<file path="src/rtl/regfile_pkg.sv">
// regfile_pkg
// Shared defaults and types for the multi-port register file.
//   XLEN_DEFAULT  : default data width in bits
//   NREGS_DEFAULT : default register count (power of 2, >= 2)
//   aw()          : index width for a given register count
//   reg_idx_t     : register index at the default size
//   reg_data_t    : register word at the default width
package regfile_pkg;

   localparam int XLEN_DEFAULT  = 32;
   localparam int NREGS_DEFAULT = 32;

   // Index width; a single-entry file still needs one address bit.
   function automatic int aw(input int nregs);
      return (nregs <= 1) ? 1 : $clog2(nregs);
   endfunction

   typedef logic [aw(NREGS_DEFAULT)-1:0] reg_idx_t;
   typedef logic [XLEN_DEFAULT-1:0]      reg_data_t;

endpackage

</file>
<file path="src/rtl/regfile_scoreboard.sv">
// regfile_scoreboard
// One pending-write bit per register. A set marks a register as awaiting a
// producer; an enabled write clears it. Register 0 is never busy.
// Ports:
//   clk     : clock, rising edge
//   rst     : asynchronous active-low reset, clears all busy bits
//   set     : mark setIdx busy at the next edge
//   setIdx  : register to mark busy
//   clr     : per write port, clear clrIdx[w] at the next edge
//   clrIdx  : per write port register index, port w at [w*AW +: AW]
//   busy    : busy vector, bit i for register i (bit 0 always 0)
module regfile_scoreboard
   import regfile_pkg::*;
#(
   parameter int NREGS = NREGS_DEFAULT,
   parameter int NWR   = 2,
   localparam int AW   = $clog2(NREGS)
)(
   input  logic              clk,
   input  logic              rst,
   input  logic              set,
   input  logic [AW-1:0]     setIdx,
   input  logic [NWR-1:0]    clr,
   input  logic [NWR*AW-1:0] clrIdx,
   output logic [NREGS-1:0]  busy
);

   // Storage only for registers 1..NREGS-1; register 0 is hardwired idle.
   logic [NREGS-1:1] busy_q;
   logic [NREGS-1:1] busy_d;

   // Clears are applied first so a same-cycle set overrides them: the new
   // producer supersedes the one that is just retiring.
   always_comb begin
      busy_d = busy_q;
      for (int w = 0; w < NWR; w++) begin
         if (clr[w] && clrIdx[w*AW +: AW] != '0)
            busy_d[clrIdx[w*AW +: AW]] = 1'b0;
      end
      if (set && setIdx != '0)
         busy_d[setIdx] = 1'b1;
   end

   always_ff @(posedge clk or negedge rst) begin
      if (!rst) busy_q <= '0;
      else      busy_q <= busy_d;
   end

   assign busy = {busy_q, 1'b0};

endmodule

</file>
<file path="src/rtl/regfile_nrmw.sv">
// regfile_nrmw
// Multi-read, multi-write register file with a pending-write scoreboard.
// Register 0 reads as zero and ignores writes. Reads are combinational.
// Optional macro REGFILE_BYPASS_EN: reads of a register being written this
// cycle return the incoming data (highest write port wins) and report idle.
// Ports:
//   clk    : clock, rising edge
//   rst    : asynchronous active-low reset, clears registers and busy bits
//   rs     : read indices, port k at [k*AW +: AW]
//   dataRs : read data, port k at [k*XLEN +: XLEN]
//   rsBusy : scoreboard busy flag of each read index
//   we     : write enable per write port
//   rd     : write indices, port w at [w*AW +: AW]
//   dataRd : write data, port w at [w*XLEN +: XLEN]
//   sbSet  : mark sbIdx as pending write
//   sbIdx  : register to mark busy
module regfile_nrmw
   import regfile_pkg::*;
#(
   parameter int XLEN  = XLEN_DEFAULT,
   parameter int NREGS = NREGS_DEFAULT,
   parameter int NRD   = 2,
   parameter int NWR   = 2,
   localparam int AW   = $clog2(NREGS)
)(
   input  logic                clk,
   input  logic                rst,
   input  logic [NRD*AW-1:0]   rs,
   output logic [NRD*XLEN-1:0] dataRs,
   output logic [NRD-1:0]      rsBusy,
   input  logic [NWR-1:0]      we,
   input  logic [NWR*AW-1:0]   rd,
   input  logic [NWR*XLEN-1:0] dataRd,
   input  logic                sbSet,
   input  logic [AW-1:0]       sbIdx
);

   logic [XLEN-1:0]  regs [NREGS];
   logic [NREGS-1:0] busy;

   // Later write ports are evaluated last, so the higher port index wins
   // when two ports target the same register.
   always_ff @(posedge clk or negedge rst) begin
      if (!rst) begin
         for (int i = 0; i < NREGS; i++) regs[i] <= '0;
      end else begin
         for (int w = 0; w < NWR; w++) begin
            if (we[w] && rd[w*AW +: AW] != '0)
               regs[rd[w*AW +: AW]] <= dataRd[w*XLEN +: XLEN];
         end
      end
   end

   regfile_scoreboard #(
      .NREGS (NREGS),
      .NWR   (NWR)
   ) u_sb (
      .clk    (clk),
      .rst    (rst),
      .set    (sbSet),
      .setIdx (sbIdx),
      .clr    (we),
      .clrIdx (rd),
      .busy   (busy)
   );

   for (genvar k = 0; k < NRD; k++) begin : g_rd
      logic [AW-1:0]   idx;
      logic [XLEN-1:0] data;
      logic            bsy;

      assign idx = rs[k*AW +: AW];

      always_comb begin
         data = (idx == '0) ? '0 : regs[idx];
         bsy  = busy[idx];
`ifdef REGFILE_BYPASS_EN
         // Forwarded data is already on its way in, so the read is not stale.
         for (int w = 0; w < NWR; w++) begin
            if (we[w] && rd[w*AW +: AW] == idx && idx != '0) begin
               data = dataRd[w*XLEN +: XLEN];
               bsy  = 1'b0;
            end
         end
`endif
      end

      assign dataRs[k*XLEN +: XLEN] = data;
      assign rsBusy[k]              = bsy;
   end

endmodule

</file>
<file path="config.mk">
export PLATFORM = sky130hd
export DESIGN_NAME = regfile_nrmw
export DESIGN_NICKNAME = d
export VERILOG_FILES = /design/src/rtl/regfile_pkg.sv /design/src/rtl/regfile_scoreboard.sv /design/src/rtl/regfile_nrmw.sv
export SDC_FILE = /design/constraint.sdc
export NUM_CORES = 2
export LEC_CHECK = 0
export ABC_AREA = 1
export CAP_MARGIN = 5
export CELL_PAD_IN_SITES_DETAIL_PLACEMENT = 0
export CELL_PAD_IN_SITES_GLOBAL_PLACEMENT = 1
export CORE_MARGIN = 3
export CORE_UTILIZATION = 35
export CTS_CLUSTER_SIZE = 20
export DETAILED_ROUTE_END_ITERATION = 12
export PLACE_DENSITY_LB_ADDON = 0.1
export SLEW_MARGIN = 40
export SYNTH_ARGS = -nofsm -noshare
export SYNTH_HDL_FRONTEND = slang
export SYNTH_SLANG_ARGS = --single-unit
</file>
<file path="constraint.sdc">
create_clock -name clk -period 2.3 [get_ports clk]
set_input_delay 0.46 -clock clk [delete_from_list [all_inputs] [get_ports clk]]
set_output_delay 0.46 -clock clk [all_outputs]
set_load 0.01 [all_outputs]
</file>
==> Word-level counts from Yosys, hierarchy flattened <==
Cells that the tools add are included.
{ "totals": {"out_inout_bits": 66, "wordCells": 98, "reg_bits": 1055} }
{ "op_classes": {"magnitude_cmp": 14, "bitwise": 9, "n_reduce_logical": 13, "n_mux": 29} }
{ "ops": {"columns": ["operator", "n"], "rows": [
  ["bitwise mux 1024 bit", 2],
  ["2-to-1 mux 1024 bit", 2],
  ["binary-select mux 32 bit (select 5 bit)", 2],
  ["demux 32 bit (select 5 bit)", 2],
  ["2-to-1 mux 32 bit", 8],
  ["2-to-1 mux 31 bit", 3],
  ["AND 31 bit", 2],
  ["NOT 31 bit", 2],
  ["OR 31 bit", 1],
  ["less-than comparator 5 x 6 -> 1 bit (second input constant)", 5],
  [">= comparator 6 bit (second input constant)", 4],
  ["NOT 5 -> 6 bit", 4],
  ["demux 1 bit (select 5 bit)", 3],
  [">= comparator 5 x 1 -> 1 bit (second input constant)", 3],
  ["nonzero test 5 bit", 3],
  ["less-than comparator 6 x 1 -> 1 bit (second input constant)", 2],
  ["binary-select mux 1 bit (select 5 bit)", 2],
  ["logical NOT 5 bit", 2],
  ["logical AND 1 bit", 8],
  ["2-to-1 mux 1 bit", 5]
]} }

==> Logic depth before layout (Yosys ltp) <==
{ "depth": {"word_depth": 11, "ltp_mapped": 14} }

==> Hierarchy <==
Synthesis repeated with hierarchy kept, for this count alone.
{ "unflattened": {"cells_unflattened": 11546, "area_unflattened_um2": 71886.4} }
{ "modules_own_cells": {"columns": ["mod", "n_inst", "area_each_um2", "seq_area_each_um2", "cells_per_inst"], "rows": [
  ["regfile_nrmw", 1, 69879.5, 25624.6, 11244],
  ["regfile_scoreboard", 1, 2006.9, 775.7, 302]
]} }

==> Least setup slack after synthesis <==
OpenSTA, ideal clock, no wires.
{ "synth_timing": {"path_type": "input to output", "startpoint": "input rs[5]", "endpoint": "output dataRs[35]", "required_time_ps": 1840, "arrival_time_ps": 1864, "setup_slack_ps": -24, "path_stages": 13, "path_cell_list": "buf_2 -> clkinv_1 -> buf_2 -> buf_2 -> clkbuf_1 -> nand2_1 -> nand3_1 -> nand3_1 -> nand2_1 -> nand2_1 -> nand3_1 -> nand2_1 -> nor2_1"} }
{ "synth_via": {"elab_chain_cells": 5, "word_cells_on_any_way": 6, "classes_between": "4 x mux; 1 x bitwise; 1 x reduce/logical"} }
{ "synth_rtl": {"columns": ["element", "line_no", "source"], "rows": [
  ["start: declaration", "regfile_nrmw.sv:28", "input logic [NRD*AW-1:0] rs,"],
  ["NOT 5 -> 6 bit (not written as such)", "regfile_nrmw.sv:75", "data = (idx == '0) ? '0 : regs[idx];"],
  ["binary-select mux 32 bit (select 5 bit)", "regfile_nrmw.sv:75", null],
  ["2-to-1 mux 32 bit (not written as such) (2 in series)", "regfile_nrmw.sv:75", null],
  ["2-to-1 mux 32 bit (*)", "regfile_nrmw.sv:75", null],
  ["end: declaration", "regfile_nrmw.sv:29", "output logic [NRD*XLEN-1:0] dataRs,"]
]} }
Every way passes the cells marked *; elsewhere a longest branch is shown, timed or not. The select of a mux whose other input is x is not followed.

==> Worst setup path after layout <==
{ "layout_timing": {"startpoint": "register regs[240] in the netlist's numbering", "endpoint": "output dataRs[48]"} }
{ "layout_via": {"elab_chain_cells": 4} }
{ "layout_rtl": {"columns": ["element", "line_no", "source"], "rows": [
  ["start: declaration", "regfile_nrmw.sv:38", "logic [XLEN-1:0] regs [NREGS];"],
  ["start signal: indexed assignment", "regfile_nrmw.sv:49", "regs[rd[w*AW +: AW]] <= dataRd[w*XLEN +: XLEN];"],
  ["binary-select mux 32 bit (select 5 bit)", "regfile_nrmw.sv:75", null],
  ["2-to-1 mux 32 bit (not written as such) (2 in series)", "regfile_nrmw.sv:75", null],
  ["2-to-1 mux 32 bit", "regfile_nrmw.sv:75", null]
]} }
Every way passes these cells. The select of a mux whose other input is x is not followed.

==> results_dict.tcl <==
set metrics [dict create \
    status "finished with violations" \
    violations "setup timing" \
    ff2ff_path_depth 6 \
    wl_per_cell_um 33.3 \
    path_clk_slew_ps 60 \
    synth_area_per_cell_sq_um 6.40 \
    grt_use_total_pct 44.3 \
    root_buffer "clkbuf_16" \
    async_flop_share_pct 100 \
    routed-wl-met2_um 201000 \
    startpoint "regs[240]" \
    io_buffers 159 \
    cellLeakagePower_nw 44.8 \
    die_w_um 452 \
    crit_path_cell_trace "nand2_1 > nand3_1 > nand3_1 > nand2_2 > nand2_2 > nand3_4 > nand2_4 > nor2_4 > buf_6 > buf_6" \
    critPathSlowestCell "dfrtp_1" \
    synth_top_flop_cell "dfrtp_1" \
    dieArea_sq_um 204000 \
    drt_pre_antenna_iters 9 \
    synth_area_leader_cell "dfrtp_1" \
    dp_hpwl_um 316000 \
    gp_congestion 1.01 \
    fill_cells 19585 \
    grt_setup_unrepaired "yes" \
    core_area_sq_um 196000 \
    crit_path_start_kind "flip-flop" \
    synth_nets 10947 \
    dr.max_layer_used "met5" \
    antenna_found_initial 22 \
    synth_top_area_share_pct 38.0 \
    num_rows 162 \
    syn-instance-count 10853 \
    cts.path.max_buffers 3 \
    timing.final.crit_share_pct 122 \
    crit_required_ps 1840 \
    netlist_area_sq_um 69500 \
    viasPerCell 6.25 \
    setup_viol 66 \
    clock-sinks 1055 \
    yosysWarnings 0 \
    wl_um 475000 \
    cp.arrival_ps 2340 \
    met1_length_um 179000 \
    synthTopCellsByCount "nand2_1 (3,595), nand3_1 (1,849), dfrtp_1 (1,055)" \
    area_growth_pct 38.5 \
    cts_made_buffers 140 \
    vias 89167 \
    synth.distinct_cells 29 \
    nets 11614 \
    yosysMostFrequentCell "nand2_1" \
    synth_area_leaders "dfrtp_1 (38%), nand2_1 (19%), nand3_1 (13%)" \
    dp.cells 13758 \
    r2r_start "regs[586]" \
    clk_latency_ps 820 \
    fin_cells 14272 \
    wl_met3_um 52600 \
    skew_ps 0 \
    fin_hold_ws_ps 156 \
    cp_slowest_stage_delay_ps 400 \
    max_cap_viol_count 0 \
    fmax_mhz 358 \
    hold_viol 0 \
    drc 0 \
    postRouteAntennaNets 0 \
    io_pins 160 \
    ys_seq_area_share_pct 38.0 \
    setup_ws_ps -496 \
    hold_class "input port to async pin" \
    htree_levels 4 \
    start_util_pct 35.4 \
    synth_edf_count 0 \
    grt_pass1_vias 82462 \
    power_density_nw_per_um2 771 \
    max_slew_margin_pct 45.5 \
    crit_path_end_kind "output port" \
    grt_pass1_wl_um 647000 \
    ff2ff_setup_slack_ps 1190 \
    critical_path_class "flip-flop to output port" \
    cp_max_fo 3 \
    worst_pin_slew_ps 817 \
    grt_start_max_net_pins 91 \
    drive_above_1_share_pct 22.4 \
    die_y_um 452 \
    cts_tree "done" \
    ir_drop_mv 0.791 \
    dr.first_iter.drc_count 13440 \
    reg2reg_to "regs[586]" \
    ys_ff_latch 1055 \
    min_period_ps 2800 \
    grt_remaining_overflow 0 \
    drv_slew 0 \
]
## cells by family (layout without fill, tap and decap cells)
kind of cell	Yosys count	after routing	synth area share, %
buffers and inverters	1476	2251	8.25
AO/OA/AOI/OAI	1841	1841	14.7
flip-flops	1055	1055	38.0
AND/OR/NAND/NOR	6481	6481	39.0
other	0	20	0
## layer usage
| metal | global-route usage (%) | vias to the layer above |
|---|---|---|
| li1 | - | 37557 |
| met1 | 56.4 | 43118 |
| met2 | 65.9 | 6756 |
| met3 | 10.2 | 1730 |
| met4 | 32.1 | 6 |
| met5 | 0 | - |
## worst max-delay path: cells and delay by family, from the launching register on
kind,cells,cell delay (ps)
and+or+nand+nor,8,890
DFF,1,400
buffers and inverters,2,240
## registers in the layout (all words and copies together), names as in the netlist
name and cells:
regs 1024, u_sb.busy_q 31
## worst max path at each step
stage / cells after the start / slack (ps) / end
after detailed placement: 14 / -1200 / dataRs[48]
after global routing: 10 / -510 / dataRs[48]
final: 10 / -500 / dataRs[48]
after CTS: 10 / -530 / dataRs[48]
after floorplan: 11 / 10 / dataRs[0]
after global placement: 14 / -1500 / dataRs[48]
## timing repair
action                     4_1_cts  5_1_grt
buffers inserted               120      111
cloned                          18       38
hold endpoints to repair       173        0
gates resized for setup        925      588
pin swaps                      317      385
setup endpoints to repair       66       66
hold buffers                     1        0
## report_power, final
group	total [W]	leakage [nW]	internal, W	switching (W)
clock	0.0233	2.31	0.0135	0.00975
sequential	0.0280	12.7	0.0234	0.00453
combinational	0.0229	29.8	0.00975	0.0131
total	0.0741	44.8	0.0467	0.0274
## placed cells by master (no fill, tap or decap), types with 192 or more instances in the layout
cell and count:
dfrtp_1 1048, a31oi_1 192, o22ai_1 347, inv_1 321, nand3_2 209, nand2_1 3288, a21oi_1 245, nor2_1 604
nand2_2 257, buf_4 876, o21ai_0 708, nand3_1 1614, buf_12 375, nor3_1 228
## cell type report
cell class,count,area (sq um),share of cell area (%)
Inverter,391,1580,1.64
Antenna cell,20,50.0,0.0520
Timing Repair inverter,1,8.76,0.00910
Timing Repair Buffer,1609,19300,20.0
Sequential cell,1055,26400,27.4
Multi-Input combinational cell,8322,41000,42.6
Tap cell,2624,3280,3.41
Clock buffer,203,4160,4.32
Clock inverter,47,508,0.528
## per-stage QoR
step,power (W),utilization [%],instance area (sq um),setup slack [ps],TNS [ps]
3_3_place_gp,0.0468,42.8,84100,-1500,-283160
6_report,0.0741,49.0,96200,-496,-21070
5_1_grt,0.0773,49.0,96200,-514,-24160
2_1_floorplan,0.0380,-,69500,13.6,0
3_5_place_dp,0.0471,42.8,84100,-1200,-303010
4_1_cts,0.0718,47.0,92200,-527,-20240
(Power assumes the default switching activity.)
